$ cat src/rtl/demux_1to2_buf.sv
// demux_1to2_buf: steers a valid/ready stream into one of two channels.
// Each channel has a one-entry holding register, so a stalled channel
// never blocks words bound for the other channel.
// Optional macro DEMUX_STAT_EN adds per-channel 16-bit handshake counters
// (cnt0_o, cnt1_o) that count output handshakes and wrap at 16'hFFFF.
module demux_1to2_buf #(
   parameter int size = 32
) (
   input  logic            clk_i,
   input  logic            rst_i,
   input  logic [size-1:0] data_i,
   input  logic            select_i,
   input  logic            valid_i,
   output logic            ready_o,
   output logic [size-1:0] data0_o,
   output logic            valid0_o,
   input  logic            ready0_i,
   output logic [size-1:0] data1_o,
   output logic            valid1_o,
   input  logic            ready1_i
`ifdef DEMUX_STAT_EN
   ,
   output logic [15:0]     cnt0_o,
   output logic [15:0]     cnt1_o
`endif
);

   logic [size-1:0] data0_q, data0_d;
   logic [size-1:0] data1_q, data1_d;
   logic            valid0_q, valid0_d;
   logic            valid1_q, valid1_d;
   logic            acc;
   logic            drain0;
   logic            drain1;

   // ready depends only on the targeted channel: it has room, or it empties this cycle
   always_comb begin
      ready_o = select_i ? (~valid1_q | ready1_i) : (~valid0_q | ready0_i);
      acc     = valid_i & ready_o;
      drain0  = valid0_q & ready0_i;
      drain1  = valid1_q & ready1_i;
   end

   // next state per channel: a refill wins over a drain so a full pipe has no bubble
   always_comb begin
      data0_d  = data0_q;
      valid0_d = valid0_q;
      data1_d  = data1_q;
      valid1_d = valid1_q;
      if (acc && !select_i) begin
         data0_d  = data_i;
         valid0_d = 1'b1;
      end else if (drain0) begin
         valid0_d = 1'b0;
      end
      if (acc && select_i) begin
         data1_d  = data_i;
         valid1_d = 1'b1;
      end else if (drain1) begin
         valid1_d = 1'b0;
      end
   end

   // holding registers; reset drops buffered words without a handshake
   always_ff @(posedge clk_i) begin
      if (rst_i) begin
         data0_q  <= '0;
         valid0_q <= 1'b0;
         data1_q  <= '0;
         valid1_q <= 1'b0;
      end else begin
         data0_q  <= data0_d;
         valid0_q <= valid0_d;
         data1_q  <= data1_d;
         valid1_q <= valid1_d;
      end
   end

   assign data0_o  = data0_q;
   assign valid0_o = valid0_q;
   assign data1_o  = data1_q;
   assign valid1_o = valid1_q;

`ifdef DEMUX_STAT_EN
   logic [15:0] cnt0_q, cnt0_d;
   logic [15:0] cnt1_q, cnt1_d;

   // handshake counters, free-running with natural wrap
   always_comb begin
      cnt0_d = drain0 ? cnt0_q + 16'd1 : cnt0_q;
      cnt1_d = drain1 ? cnt1_q + 16'd1 : cnt1_q;
   end

   // counter registers
   always_ff @(posedge clk_i) begin
      if (rst_i) begin
         cnt0_q <= '0;
         cnt1_q <= '0;
      end else begin
         cnt0_q <= cnt0_d;
         cnt1_q <= cnt1_d;
      end
   end

   assign cnt0_o = cnt0_q;
   assign cnt1_o = cnt1_q;
`endif

endmodule

$ cat config.mk
export PLATFORM = sky130hd
export DESIGN_NAME = demux_1to2_buf
export DESIGN_NICKNAME = d
export VERILOG_FILES = /design/src/rtl/demux_1to2_buf.sv
export SDC_FILE = /design/constraint.sdc
export NUM_CORES = 1
export LEC_CHECK = 0
export BUFFER_PORTS_ARGS = -buffer_cell sky130_fd_sc_hd__buf_2
export CORE_ASPECT_RATIO = 1.1
export CORE_MARGIN = 1.5
export CORE_UTILIZATION = 30
export DETAILED_ROUTE_END_ITERATION = 10
export PLACE_DENSITY = 0.63
export SYNTH_ARGS = -nofsm -noshare
export SYNTH_HDL_FRONTEND = slang
export SYNTH_SLANG_ARGS = --single-unit
$ cat constraint.sdc
create_clock -name clk_i -period 1.3 [get_ports clk_i]
set_input_delay 0.26 -clock clk_i [delete_from_list [all_inputs] [get_ports clk_i]]
set_output_delay 0.26 -clock clk_i [all_outputs]
set_load 0.005 [all_outputs]
==> results of run 1 <==
[per-stage QoR]
step                setup TNS (ps)  cell area (sq um)  utilization, %  hold slack (ps)  std cells
floorplan                        0               2770               -              436        252
finish                        -101               3670            41.2              209        480
detailed placement               0               3440            38.6              461        462
global route                  -174               3670            41.2              193        480
global placement                 0               3440            38.6              457        462
CTS                           -137               3670            41.2              183        480
[per-layer routing]
metal  up-vias  routed length, um  track usage (%)
li1       1044                  -                -
met1       917               2760             16.4
met2        64               2690             19.5
met3         2                448             5.14
met4         0                 31             4.80
met5         -                  0                0
[worst register-to-register path: cells and delay by family (launching register included)]
kind                   cells  cell delay [ps]
flip-flops                 1              340
AND/OR/NAND/NOR            2              300
buffers and inverters      2              270
multiplexers               1              200
[layout by cell type (no fill, tap or decap), drive strengths merged]
cell and count:
a21oi 2, and3 1, and3b 1, buf 115
bufinv 1, clkbuf 12, clkinv 1, clkinvlp 2
dfxtp 66, mux2 1, mux2i 64, nand2b 98
nand3 1, nand3b 1
[area by class of cell]
class / count / area [sq um] / area share (%)
clock buffers: 12 / 155 / 4.22
clock inverters: 4 / 50.0 / 1.36
multi-input cells: 169 / 1330 / 36.2
repair buffers: 115 / 672 / 18.3
flip-flops and latches: 66 / 1320 / 36.0
well taps: 114 / 143 / 3.88
[cell families (layout without fill, tap and decap cells)]
family | after synthesis | after routing | synth area share [%]
muxes | 65 | 65 | 23.6
buffers and inverters | 17 | 131 | 4.30
AOI/OAI and AO/OA | 2 | 2 | 0.362
and+or+nand+nor | 102 | 102 | 24.0
DFF | 66 | 66 | 47.8
[flip-flops by register name, indices dropped and copies added, names as in the netlist]
| name | count |
|---|---|
| valid1_o | 1 |
| data0_o | 32 |
| data1_o | 32 |
| valid0_o | 1 |
[worst max path at each step]
stage,cells after the start,from,end
final,3,valid0_o,ready_o
after global routing,3,valid0_o,ready_o
after global placement,4,ready0_i,ready_o
after CTS,3,valid0_o,ready_o
after floorplan,5,valid0_o,data0_o[10]
after detailed placement,4,ready0_i,ready_o
[power by group]
group / switching [mW] / internal [mW] / total [mW]
clock: 0.768 / 0.989 / 1.76
combinational: 0.233 / 0.304 / 0.537
sequential: 0.0539 / 2.13 / 2.18
[what timing repair did]
action / 4_1_cts / 5_1_grt
endpoints found under the setup margin: 1 / 1
buffers inserted: 2 / 0
gates resized for setup: 4 / 0
hold buffers: 0 / 0
==> results.txt, run 1 <==
Before CTS, the worst setup slack after placement is 127 ps. The final HPWL from detailed placement was 4080 um. In this run the most critical hold path is launched from data_i[22]. From bottom edge to top edge, the die measures 104 um. The setup skew after layout was 7.02 ps; the number of endpoints with negative hold slack in the final report was 0. The floorplan has 36 rows. The first global-routing pass estimated 9850 um of wire. Buffers inserted during clock tree synthesis total 9. The tools report the maximum number of pins on one net before global-route repair as 99. The final number of max-transition violations was 0.

Timing would allow up to 714 MHz. The H-tree generated during clock tree synthesis spans 3 levels. The antenna violation net count after detailed routing came out at 0.

In this run the count of I/O pins placed on the die edge is 105. The die extent in x was 94.5 um; the initial core utilization was 31.0%. The number of nets handed over by synthesis was 290. The later pin in the worst-skew pair is clocked with a latency of 330 ps. The endpoint required time on the critical path was 1040 ps. The maximum net fanout on the critical path is 2, and the global placement routability congestion is 0.683. After detailed routing, the number of remaining DRC violations is 0. The floorplan step defined a die boundary enclosing 9800 sq um. Dividing the final minimum period by the clock period gives 108%. The number of global-route vias before repair is 2043, and the transition time at the pin with the least slew margin is 286 ps. The root buffer cell chosen for the clock tree is sky130_fd_sc_hd__clkbuf_8. The tools report the combined area of all synthesized cells as 2770 sq um. The async set-or-reset flop fraction in the synthesized netlist was 0%. The warning count from the yosys run was 0; the share of the yosys chip area belonging to registers was 47.8%. Headroom to the max-slew limit came out at 81.0%. In this run the mean area of a mapped cell was 11.0 sq um. The run finished, with violations left. The final reports fail on negative setup slack. Setup repair after global routing could not meet its margin everywhere. The type of the tightest min-delay check was primary input to flop. Dividing the detail-routed via count by the number of cells gives 4.22. The fraction of final layout cells sized beyond drive strength 1 is 37.4%. The run gives 1.80 nW as the leakage power of the design. The most common cell in the synthesized netlist is sky130_fd_sc_hd__nand2b_1. Summing over every cut layer, the via total after detailed routing is 2027. For this run, the slowest stage of the critical path takes 360 ps.

For the buffer levels on the longest clock path, the log shows 2. The reported max-cap violation count was 0. The worst setup path is launched from a flop.

For this run, the total global-route usage over all layers was measured as 12.9%. In the synthesized netlist, the cells that appear most often are sky130_fd_sc_hd__nand2b_1 (96), sky130_fd_sc_hd__dfxtp_1 (66), sky130_fd_sc_hd__mux2i_1 (64). Counting instances, the worst hold path has a depth of 3. For this run, the leading register cell type out of synthesis is sky130_fd_sc_hd__dfxtp_1.

Number of synthesized register bits: 66. By area the synthesized netlist is led by sky130_fd_sc_hd__dfxtp_1 (48%), sky130_fd_sc_hd__mux2i_1 (23%), sky130_fd_sc_hd__nand2b_1 (22%). The total area inside the core boundary comes to 8920 sq um.

TritonCTS built the clock tree. In this run the register-to-register setup slack is 120 ps. The endpoint identified for the worst register-to-register timing path is data0_o[10]. IR analysis of the VDD net gives a maximum drop of 0.604 mV.

The tools report the endpoint type of the worst setup path as a primary output. The synthesized design contains 0 enable-type register cells. The worst register-to-register path has a depth of 5. In this run the power density over the cells is 1220 nW/um^2.

The startpoint identified for the worst register-to-register timing path is valid0_o. The cell family contributing the most delay on the critical path is flip-flops. For this block, the routed nets add up to 5930 um of wire. The critical path goes through nand2b_4 -> mux2_4 -> buf_6. Number of buffer and inverter instances along the worst setup path: 1. At the end of the flow, the number of nets in the layout was 399. The top cell type by area accounts for 47.8% of the synthesized area.

The startpoint-to-endpoint class of the critical path is flop to primary output. Among all stages on the critical path, the largest delay is contributed by sky130_fd_sc_hd__dfxtp_2. The total iterations of the first detailed-routing run is 4.

0 antenna diodes ended up in the layout. Port buffering added 104 buffers. The layout filler cell count was 873.

For the number of antenna violations at the first check in global routing, the log shows 0. The completed layout was analyzed and its total power is 4.48 mW. The count of unique library cells instantiated by Yosys came out at 15. The clock net in this run drives a total of 66 sinks. The worst setup slack after layout is -101 ps, and the post-detailed-route wirelength per cell is 12.3 um. The total setup violations reported at the end of the flow is 1, and the final global-route overflow total is 0. Subtracting the final worst setup slack from the clock period gives 1400 ps. Synthesized instance count: 252.

After the first detailed-routing iteration, the DRC count stood at 67. Cell type with the largest total area after synthesis: sky130_fd_sc_hd__dfxtp_1. From synthesis to final layout, the design area changed by 32.8%. For the worst setup path, the data arrival time is 1140 ps. The clock slew seen by the registers of the worst setup and hold paths was 70 ps. The hold-critical path endpoint is data0_o[22].
Note: power is estimated with default switching activity, not from simulation.
==> run 2, diff against run 1 <==
--- a/config.mk
+++ b/config.mk
@@ -11,6 +11,7 @@
 export CORE_UTILIZATION = 30
 export DETAILED_ROUTE_END_ITERATION = 10
 export PLACE_DENSITY = 0.63
+export SETUP_SLACK_MARGIN = 0.15
 export SYNTH_ARGS = -nofsm -noshare
 export SYNTH_HDL_FRONTEND = slang
 export SYNTH_SLANG_ARGS = --single-unit
==> run 2 against run 1 <==
Effect of this change: the run still ends with negative setup slack left; maximum frequency down 0.44%; count of clock-buffer cells in the layout unchanged; global-route usage about the same; highest routed layer unchanged; die area unchanged; clock power about the same; worst hold slack worse by 1.9 ps; sequential cell count unchanged; non-clock buffer count up 4; first-iteration DRC count down 25%.
==> results.txt, run 2 (synthesized netlist as in run 1, its figures left out) <==
The number of nets in the layout was 403; the per-cell via count in the routed design was 4.22. Reported max-cap violation count: 0. The logs give 3780 sq um for the area of all placed cells without fillers and 6150 um for the aggregate routed wire length. The startpoint-to-endpoint class of the critical path is flop to primary output. For the number of endpoints with negative hold slack in the final report, the log shows 0. The quantity of I/O buffers inserted on ports works out to 104. Leaving out fill and tap cells, the most frequent cell in the layout is sky130_fd_sc_hd__buf_2. The cell total after placement came out at 462.

In this run the worst path has a maximum fanout of 2. End of the worst register-to-register path: data0_o[10]. Combinational logic burns 12.7% of the power.

The total I/O pin count came out at 105. The number of antenna violations at the first check in global routing is 0. In this run the worst hold path is classified as primary input to flop. Per report_power, the clock group accounts for 38.9% of the total.

The tools report the DRC violation count after routing as 0. The final cycle utilization of the critical path is 108%, and the endpoint required time on the critical path is 1040 ps. Counting the buffers created by CTS gives 9.

The post-placement worst setup slack is 127 ps, and the end-of-flow core utilization is 42.4%. The logs give -107 ps for the worst setup slack after layout and 1.07 mW for the total net switching power. Setup slack on the worst flop-to-flop path: 10 ps. Global routing consumed, over all layers together, 12.9% of the routing resources. Clock tree synthesis found a total of 66 sinks.

In the layout the commonest cells are sky130_fd_sc_hd__buf_2 (102), sky130_fd_sc_hd__nand2b_1 (96), sky130_fd_sc_hd__dfxtp_1 (64). The final standard cell count with taps included and fillers excluded is 484, and the transition time at the pin with the least slew margin is 303 ps. For the number of diodes added for antenna fixing, the log shows 0.

The final global-route overflow total was 0. After detailed placement, the total cell area comes to 3440 sq um. The clock passes through at most 2 buffers.

The die extent in x was 94.5 um; the later-pin clock latency in the skew report was 330 ps. Detailed placement ended at an HPWL of 4080 um. Final number of max-transition violations: 0. The sequential group share of total power was 48.4%.

For this block, the initial DRC count from the detailed router was 50. The initialized floorplan defines 36 standard-cell rows. The headroom to the max-slew limit came out at 79.8%. The run gives 0 as the antenna violation net count after detailed routing.

Net switching is 23.6% of the power. The global placement routability congestion came out at 0.683. The logic depth of the worst register-to-register path was 6; the core box area was 8920 sq um. The area enclosed by the die boundary is 9800 sq um, and the post-detailed-route wirelength per cell is 12.7 um. Once the floorplan was initialized, standard cells occupied 31.0% of the core.

The tools report the capture point of the critical path as ready_o. STA classifies the critical path endpoint as a primary output. For the wire length of the first global-routing pass, the log shows 9860 um. The total setup violations reported at the end of the flow was 1.

In this run the static leakage power is 1.85 nW. In this run the critical register-to-register path is launched from valid0_o. Relative to the synthesized area, the layout overhead comes to 36.7%. The critical path starts at valid0_o. The number of global-route vias before repair is 2046, and the critical path data arrival time is 1150 ps. The first detailed-routing pass took 4 iterations.

In this run the power density over the cells is 1190 nW/um^2. The total power after layout is 4.52 mW, and the post-layout minimum cycle time is 1410 ps. The worst hold path passes through 3 cells.

Cells with a size suffix above 1 make up 38.6% of the layout. The worst setup path is launched from a flop. The run gives 99 as the maximum number of pins on one net before global-route repair. The setup skew after layout is 6.18 ps. The final reports fail on negative setup slack.

Clock-pin slew was measured on the worst setup and hold paths at 70 ps. In the final timing run, aggregate negative setup slack is -107 ps. The run gives 711 MHz as the highest clock frequency the design can meet.

The run gives 0 as the quantity of hold-fixing buffers added after cts. TritonCTS built the clock tree. The worst-case IR drop observed on VDD is 0.603 mV. The cell internal power dissipation is 3.45 mW. The H-tree generated during clock tree synthesis spans 3 levels. The root buffer cell chosen for the clock tree is sky130_fd_sc_hd__clkbuf_8. Setup repair after global routing could not meet its margin everywhere. The flow ran to the end, but the final reports show violations. The logs give 2043 for the via count of the routed design and 207 ps for the hold slack. The floorplan die height came out at 104 um.
[run 2: cell count changes in the layout (fill, tap and decap cells not counted)]
| cell | delta |
|---|---|
| sky130_fd_sc_hd__buf_6 | +4 |
| sky130_fd_sc_hd__mux2i_1 | -1 |
| sky130_fd_sc_hd__clkbuf_16 | +2 |
| sky130_fd_sc_hd__buf_4 | -2 |
| sky130_fd_sc_hd__a21oi_1 | -1 |
| sky130_fd_sc_hd__a21oi_2 | +1 |
| sky130_fd_sc_hd__buf_2 | -1 |
| sky130_fd_sc_hd__nand3b_2 | -1 |
| sky130_fd_sc_hd__mux2i_2 | +1 |
| sky130_fd_sc_hd__nand3b_4 | +1 |
| sky130_fd_sc_hd__buf_8 | +1 |
[run 2: worst min path at each step]
stage | from | endpoint | slack, ps
floorplan | data_i[22] | data0_o[22] | 440
global route | data_i[29] | data0_o[29] | 190
CTS | data_i[22] | data0_o[22] | 180
detailed placement | data1_o[26] | data1_o[26] | 460
global placement | data0_o[31] | data0_o[31] | 460
finish | data_i[22] | data0_o[22] | 210
[run 2: layout make-up]
type                    count  area, sq um
fillers                   861         5140
multi-input cells         169         1350
flip-flops and latches     66         1320
repair buffers            119          762
clock buffers              12          155
well taps                 114          143
clock inverters             4         50.0
[run 2: metal layers]
metal	wire, um	part of all wire [%]	global-route usage, %
met5	0	0	0
met4	55	0.90	4.80
met3	460	7.5	5.14
met2	2810	46	19.4
met1	2820	46	16.4
[run 2: timing repair]
| item | 4_1_cts | 5_1_grt |
|---|---|---|
| endpoints found under the hold margin | 0 | 0 |
| pin swaps | 0 | 1 |
| buffers inserted | 2 | 2 |
| gates cloned | 0 | 2 |
| resized for setup | 6 | 7 |
| setup endpoints to repair | 3 | 30 |
[run 2: power groups by stage]
stage	combinational, mW	clock (mW)	sequential, mW
after global placement	0.531	0	2.23
after global routing	0.633	1.94	2.19
after detailed placement	0.541	0	2.23
final	0.575	1.76	2.18
after CTS	0.554	1.84	2.18
after floorplan	0.295	0	2.24
[run 2: worst max-delay path: stages, from the launching register on]
cell	delay, ps
sky130_fd_sc_hd__dfxtp_2	360
sky130_fd_sc_hd__nand2b_4	60
sky130_fd_sc_hd__mux2_4	280
sky130_fd_sc_hd__buf_6	120
